## src/rtl/door_motor_sequencer.sv

```systemverilog
// Garage-door motor supervisor: input sync/debounce, dead-timed up/down drive sequencing, obstruction reversal, timeout FAULT.
// Latency: press -> DEAD next cycle, drive after DEAD_CYC more; no backpressure, all inputs are sampled levels.
module door_motor_sequencer #(
    parameter int DB_CYC      = 4,
    parameter int DEAD_CYC    = 3,
    parameter int TIMEOUT_CYC = 50,
    parameter int CNT_W       = 8
) (
    input  logic CLK,
    input  logic RST,
    input  logic Ac,
    input  logic Up_Max,
    input  logic Dn_Max,
    input  logic Obst,
    input  logic Clr,
    output logic UP_M,
    output logic Dn_M,
    output logic FAULT,
    output logic BUSY
);

    typedef enum logic [2:0] {
        ST_IDLE,
        ST_DEAD,
        ST_MV_UP,
        ST_MV_DN,
        ST_FAULT
    } state_t;

    localparam logic DIR_UP = 1'b1;
    localparam logic DIR_DN = 1'b0;

    localparam logic [CNT_W-1:0] DB_LAST   = CNT_W'(DB_CYC - 1);
    localparam logic [CNT_W-1:0] DEAD_LAST = CNT_W'(DEAD_CYC - 1);
    localparam logic [CNT_W-1:0] TO_LAST   = CNT_W'(TIMEOUT_CYC - 1);
    localparam logic [CNT_W-1:0] CNT_MAX   = {CNT_W{1'b1}};

    // Bit order in the sync chain: {Obst, Dn_Max, Up_Max, Ac}
    logic [3:0] sync1_q, sync1_d;
    logic [3:0] sync2_q, sync2_d;
    logic       ac_s, up_s, dn_s, ob_s;

    logic [CNT_W-1:0] db_cnt_q, db_cnt_d;
    logic             ac_db_q, ac_db_d;
    logic             ac_db_prev_q, ac_db_prev_d;
    logic             press;

    state_t           state_q, state_d;
    logic [CNT_W-1:0] timer_q, timer_d;
    logic             target_q, target_d;
    logic             last_dir_q, last_dir_d;

    logic             conflict;
    logic             timeout;
    logic [CNT_W-1:0] timer_inc;

    always_comb begin
        sync1_d = {Obst, Dn_Max, Up_Max, Ac};
        sync2_d = sync1_q;
    end

    assign ac_s = sync2_q[0];
    assign up_s = sync2_q[1];
    assign dn_s = sync2_q[2];
    assign ob_s = sync2_q[3];

    // Accept a new Ac level only after DB_CYC consecutive disagreeing samples
    always_comb begin
        db_cnt_d     = '0;
        ac_db_d      = ac_db_q;
        ac_db_prev_d = ac_db_q;
        if (ac_s != ac_db_q) begin
            if (db_cnt_q == DB_LAST) begin
                ac_db_d = ac_s;
            end else begin
                db_cnt_d = db_cnt_q + CNT_W'(1);
            end
        end
    end

    assign press     = ac_db_q & ~ac_db_prev_q;
    assign conflict  = up_s & dn_s;
    assign timeout   = (timer_q >= TO_LAST);
    assign timer_inc = (timer_q == CNT_MAX) ? timer_q : timer_q + CNT_W'(1);

    always_ff @(posedge CLK or negedge RST) begin
        if (!RST) begin
            sync1_q      <= '0;
            sync2_q      <= '0;
            db_cnt_q     <= '0;
            ac_db_q      <= 1'b0;
            ac_db_prev_q <= 1'b0;
            state_q      <= ST_IDLE;
            timer_q      <= '0;
            target_q     <= DIR_DN;
            last_dir_q   <= DIR_DN;
        end else begin
            sync1_q      <= sync1_d;
            sync2_q      <= sync2_d;
            db_cnt_q     <= db_cnt_d;
            ac_db_q      <= ac_db_d;
            ac_db_prev_q <= ac_db_prev_d;
            state_q      <= state_d;
            timer_q      <= timer_d;
            target_q     <= target_d;
            last_dir_q   <= last_dir_d;
        end
    end

    always_comb begin
        state_d    = state_q;
        target_d   = target_q;
        last_dir_d = last_dir_q;
        timer_d    = '0;
        unique case (state_q)
            ST_IDLE: begin
                if (conflict) begin
                    state_d = ST_FAULT;
                end else if (press) begin
                    state_d = ST_DEAD;
                    if (dn_s && !up_s) begin
                        target_d = DIR_UP;
                    end else if (up_s && !dn_s) begin
                        target_d = DIR_DN;
                    end else begin
                        target_d = ~last_dir_q;
                    end
                end
            end
            ST_DEAD: begin
                timer_d = timer_inc;
                if (conflict) begin
                    state_d = ST_FAULT;
                end else if (press) begin
                    state_d = ST_IDLE;
                end else if (timer_q == DEAD_LAST) begin
                    state_d    = (target_q == DIR_UP) ? ST_MV_UP : ST_MV_DN;
                    last_dir_d = target_q;
                end
            end
            ST_MV_UP: begin
                timer_d = timer_inc;
                if (conflict || timeout) begin
                    state_d = ST_FAULT;
                end else if (up_s || press) begin
                    state_d = ST_IDLE;
                end
            end
            ST_MV_DN: begin
                timer_d = timer_inc;
                if (conflict || timeout) begin
                    state_d = ST_FAULT;
                end else if (dn_s) begin
                    state_d = ST_IDLE;
                end else if (ob_s) begin
                    // Reversal goes through DEAD so the drive never flips directly
                    state_d  = ST_DEAD;
                    target_d = DIR_UP;
                end else if (press) begin
                    state_d = ST_IDLE;
                end
            end
            ST_FAULT: begin
                if (Clr && !conflict) begin
                    state_d = ST_IDLE;
                end
            end
            default: begin
                state_d = ST_IDLE;
            end
        endcase
        if (state_d != state_q) begin
            timer_d = '0;
        end
    end

    always_comb begin
        UP_M  = 1'b0;
        Dn_M  = 1'b0;
        FAULT = 1'b0;
        BUSY  = 1'b0;
        unique case (state_q)
            ST_DEAD:  BUSY = 1'b1;
            ST_MV_UP: begin
                UP_M = 1'b1;
                BUSY = 1'b1;
            end
            ST_MV_DN: begin
                Dn_M = 1'b1;
                BUSY = 1'b1;
            end
            ST_FAULT: FAULT = 1'b1;
            default:  BUSY = 1'b0;
        endcase
    end

endmodule

```

## config.mk

```make
export PLATFORM = sky130hd
export DESIGN_NAME = door_motor_sequencer
export DESIGN_NICKNAME = d
export VERILOG_FILES = /design/src/rtl/door_motor_sequencer.sv
export SDC_FILE = /design/constraint.sdc
export NUM_CORES = 1
export LEC_CHECK = 0
export ABC_AREA = 1
export CAP_MARGIN = 40
export CORE_ASPECT_RATIO = 0.75
export CORE_MARGIN = 2
export CORE_UTILIZATION = 25
export CTS_CLUSTER_SIZE = 12
export DETAILED_ROUTE_END_ITERATION = 7
export PLACE_DENSITY = 0.47
export REMOVE_ABC_BUFFERS = 1
export SLEW_MARGIN = 25
export SYNTH_ARGS = -nofsm -noshare
export SYNTH_HDL_FRONTEND = slang
export SYNTH_SLANG_ARGS = --single-unit
```

## constraint.sdc

```tcl
create_clock -name CLK -period 1.5 [get_ports CLK]
set_clock_uncertainty 0.05 [all_clocks]
set_input_delay 0.3 -clock CLK [delete_from_list [all_inputs] [get_ports CLK]]
set_output_delay 0.3 -clock CLK [all_outputs]
set_load 0.05 [all_outputs]
```

# Yosys cells after proc, flatten, opt, wreduce, memory -nomap -nowiden
# Index checks and enable logic that the tools add are counted.
totals:
  elab_cells: 78
  latchBits: 0
  mem_bits_rw: 0
  output_inout_bits: 4
  in_bits: 7
  n_memories: 0
  rom_bits: 0
  regBits: 31
op_classes:
  reduce_logical: 14
  shifts: 0
  multipliers: 0
  n_addsub: 2
  order_cmp: 1
  muxes: 31
  n_div: 0
  eq_ne: 15
  bitwise_logic: 6
op_table:
  columns: ["operator", "count"]
  rows:
  - ["8-bit 2-to-1 mux", 5]
  - ["3-bit 2-to-1 mux", 12]
  - ["8-bit by 1-bit adder with 8-bit output, second input constant", 2]
  - ["8-bit by 2-bit equality test with 1-bit output, second input constant", 2]
  - ["3-bit case mux with 5 select lines", 1]
  - ["1-bit 2-to-1 mux", 12]
  - ["2-bit != test, second input constant", 5]
  - ["8-bit equality test, second input constant", 1]
  - ["8-bit by 6-bit >= comparator with 1-bit output, second input constant", 1]
  - ["3-bit by 2-bit equality test with 1-bit output, second input constant", 2]
  - ["6-bit AND reduction", 1]
  - ["1-bit inverter", 4]
  - ["4-bit AND reduction", 1]
  - ["3-bit by 1-bit equality test with 1-bit output, second input constant", 1]
  - ["3-bit equality test, second input constant", 1]
  - ["1-bit logical AND", 3]
  - ["1-bit logical NOT", 3]
  - ["3-bit logical NOT", 1]
  - ["3-bit by 2-bit != test with 1-bit output, second input constant", 1]
  - ["3-bit != test", 1]
  - ["3-bit OR reduction", 1]
  - ["1-bit AND", 2]
  - ["1-bit logical OR", 2]
  - ["1-bit case mux with 2 select lines", 1]
  - ["other kinds (3)", 3]

# Depth between registers and ports, before layout
depth:
  word_depth: 9
  mapped_depth: 12
  ltp_nobuf: 12

# Worst setup path after synthesis
# OpenSTA, ideal clock, no wires.
synth_path:
  kind: "flip-flop to output port"
  startpoint: "reg state_q[0]"
  endpoint: "out FAULT"
  required_ps: 1150
  path_buffers: 1
  stages_incl_launch_ff: 3
  t_arrival_ps: 1584
  slack_ps: -434
  path_cell_list: "dfrtp_1 -> buf_6 -> nor3_1"
synth_between:
  elab_chain_cells: 2
synth_rtl:
  columns: ["item", "line_no", "rtl"]
  rows:
  - ["start: declaration", "48", "state_t state_q, state_d;"]
  - ["start signal: assignment", "103", "state_q <= state_d;"]
  - ["3-bit equality test", "182", "unique case (state_q)"]
  - ["1-bit 2-to-1 mux", "182", null]
  - ["end: declaration", "18", "output logic FAULT,"]
# No other way between the ends.

# Worst setup path after layout
layout_path:
  startpoint: "reg timer_q[0]"
  endpoint: "reg timer_q[2]"
layout_between:
  elab_chain_cells: 7
  elab_cells_between_ends: 16
  cone_classes: "add/sub: 1; order compare: 1; eq/ne: 4; mux: 9; reduce/logical: 1"
layout_rtl:
  columns: ["item", "line_no", "rtl"]
  rows:
  - ["start: declaration", "49", "logic [CNT_W-1:0] timer_q, timer_d;"]
  - ["start signal: assignment", "104", "timer_q <= timer_d;"]
  - ["branches (longest 7 deep; another with 8-bit by 6-bit >= comparator with 1-bit output)", null, null]
# Several ways; the timed one is not identified. The select of a mux whose other input is x is not followed.
# A chain may end at the register's enable or synchronous reset.

==> out/results.txt <==
P_leak = 1.122 nW
DP HPWL = 2526 um
Nets = 267
Synthesized flop and latch total = 31
Syn avg cell area = 8.017 sq um
DR pass1 iterations = 4
Fraction of registers with async set/reset = 1.000
I/O pins = 11
Worst Path Required = 1.66 ns
Status = finished, violations left
Finished Layout Cells = 337
Grt total ovfl = 0
Hold depth = 0
Buf/Inv on CP = 3
Synth Area in Simple Gates = 0.3015
CTS tree = yes
Post-Layout Inst Area = 2372 sq um
DRC Markers = 0
First-pass GRT wire length = 6161 um
Via density = 4.234
Core footprint = 6350 sq um
Slowest stage cell, crit path = dfrtp_1
DR WL/cell = 10.83 um
Final setup viols = 13
Hold Path Class = reg2reg
Cts bufs inserted = 5
Layout area overhead = 43.64%
Delay-heaviest family, CP = simple AND/OR/NAND/NOR gates
Share of layout cells above drive strength 1 = 0.3477
Cell depth of the worst flop-to-flop path = 12
Mux contribution to synthesized area = 0.006818
Slowest Stage Delay on Critical Path = 0.43 ns
Clock root buffer = clkbuf_8
PwrDens = 1225 nW/um^2
Post-DRT Antenna Nets = 0
Failing checks = setup timing
# placed instances = 315
CP Cell Sequence = inv_2 -> ha_4 -> inv_2 -> nor2_2 -> nand2_1 -> nand2_1 -> nand2_2 -> inv_2 -> nand3_2 -> o21ai_2 -> nand3_4 -> nor2_1
Largest net degree at the start of global routing = 32
Largest family of logic cells by synthesized area = simple AND/OR/NAND/NOR gates
Synth area leaders = dfrtp_1, nand2_1, inv_1
EDFF count, synth = 0
Adder-Cell Fraction of Synth Area = 0.03788
Seq/Total Area, Yosys = 0.4697
GP Congestion = 0.8357
Clk Latency, worst-skew pair = 0.28 ns
Mapped Area = 1652 sq um
Post-synth top flop = dfrtp_1
Largest area contributor in the netlist = dfrtp_1
Clock-pin slew on the worst setup and hold paths = 0.07 ns
Max IR drop VDD = 0.0006085 V
Setup crit end kind = register
Chip Height = 74.39 um
Worst Path Arrival = 1.82 ns
Clock sinks = 31
Crit path kind = reg2reg
Crit path top cell by count = inv_2
Placed inst area = 2037 sq um
Hold Slack = 0.2982 ns
Starting DRT DRC Count = 61
Longest Clk Path Bufs = 2
WP depth = 12
Synth unique cells = 30
Max cap viols = 0
Worst-Margin Slew = 0.2405 ns
Number of global-route vias before repair = 1334
Gate Count Post-Synth = 206
Final Max Tran Viols = 0
Overall routed net length = 3649 um
RSZ-0062 raised after global routing = true
Synth Warn # = 0
Compound-Gate Fraction of Synth Area = 0.08030
Post-Synth XOR/XNOR Area = 0.01061
Fin crit period = 1.663 ns
Initial core utilization = 0.2601
Final worst slack = -0.1630 ns
Crit path max fanout = 8
Startpoint Class = register
Initial antenna violation count = 0
Rel. slew slack = 0.8384
# hold bufs at CTS = 0
Via count = 1427
Fmax = 601.3 MHz
Fin crit share = 1.109
Number of inserted diodes = 0
Final Hold Viols = 0
H-tree Lvls = 2
Port buffer count = 10
Post-synth top area share = 0.4697
Die Width = 97.86 um
Die Footprint = 7279 sq um
GRT Total Usage = 0.1085
Rows = 25
cell families (layout without fill, tap and decap cells):
family	Yosys count	in the layout
and+or+nand+nor	107	108
adders and majority gates	5	5
DFF	31	31
buffers and inverters	39	88
muxes	1	1
xor gates and xnor gates	2	2
AOI/OAI and AO/OA	21	21
Yosys cell counts, types with 2 or more instances:
cell type  instances
nand2_1           43
inv_1             36
dfrtp_1           31
nor2_1            31
nand3_1           14
o21ai_0            7
a21oi_1            6
ha_1               5
nor3_1             4
nand4_1            3
nand2_2            2
nand3_2            2
nor3_2             2
o211ai_1           2
o21ai_2            2
xnor2_1            2
timing repair:
item	CTS	global route
setup endpoints to repair	13	17
pin swaps	6	13
resized for setup	19	28
buffers inserted	7	6
gates cloned	1	0
layer usage:
metal,part of all wire,GRT usage
met2,0.41,0.1613
met3,0.033,0.03477
met4,0.0077,0.02778
met1,0.54,0.1538
met5,0,0
stage by stage:
| step | utilization | setup WS [ns] | setup TNS (ns) | power [mW] |
|---|---|---|---|---|
| global placement | 0.3208 | -0.1209 | -0.9136 | 2.004 |
| global route | 0.3736 | -0.2794 | -2.739 | 3.098 |
| floorplan | - | -0.4393 | -2.205 | 1.594 |
| CTS | 0.3523 | -0.1215 | -1.112 | 2.813 |
| finish | 0.3736 | -0.1630 | -1.473 | 2.906 |
| detailed placement | 0.3208 | -0.1534 | -1.225 | 2.001 |
worst register-to-register path, stage by stage (launching register included):
cell and delay (ns):
dfrtp_1 0.43, inv_2 0.10, ha_4 0.12, inv_2 0.03, nor2_2 0.08, nand2_1 0.06
nand2_1 0.09, nand2_2 0.08, inv_2 0.07, nand3_2 0.08, o21ai_2 0.10, nand3_4 0.18
nor2_1 0.13
power by group:
group          switching (mW)  internal, mW  leakage, nW  total, mW
clock network           0.320         0.324       0.0412      0.644
logic                   0.634         0.573        0.683       1.21
registers               0.108         0.947        0.397       1.06
total                    1.06          1.84         1.12       2.91
final cells by class:
cell class                 instances  area [sq um]
fill                             638          3978
multi-input combinational        137         844.6
sequential                        31         779.5
timing repair buffer              42         419.2
inverter                          38         142.6
tap                               81         101.3
clock buffer                       6         72.57
clock inverter                     2         12.51
state kept, by name, summed over array words and instances, names as in the netlist:
name and cells:
db_cnt_q 8, ac_db_prev_q 1, state_q 3, sync2_q 4, sync1_q 4, ac_db_prev_d 1, last_dir_q 1, target_q 1
timer_q 8
cell usage in the layout, fill, tap and decap left out, types with 4 or more instances in the layout:
cell,instances
a21oi_1,6
buf_12,5
buf_4,25
buf_6,5
clkbuf_8,5
clkdlybuf4s50_1,6
dfrtp_1,28
ha_1,4
inv_1,31
inv_2,6
nand2_1,37
nand2_2,6
nand3_1,15
nor2_1,19
nor2_2,12
o21ai_0,5
worst paths after layout:
path	from	end	slack, ns
max in group asynchronous	RST	state_q[1]$_DFF_PN0_	0.88
hold / removal	sync1_q[3]$_DFF_PN0_	sync2_q[3]$_DFF_PN0_	0.30
setup / recovery	timer_q[0]$_DFFE_PN0P_	timer_q[2]$_DFFE_PN0P_	-0.16
hold reg to reg	sync1_q[3]$_DFF_PN0_	sync2_q[3]$_DFF_PN0_	0.30
min in group asynchronous	RST	timer_q[5]$_DFFE_PN0P_	0.33
setup reg to reg	timer_q[0]$_DFFE_PN0P_	timer_q[2]$_DFFE_PN0P_	-0.16
No activity file was read; power rests on OpenSTA's default activity.
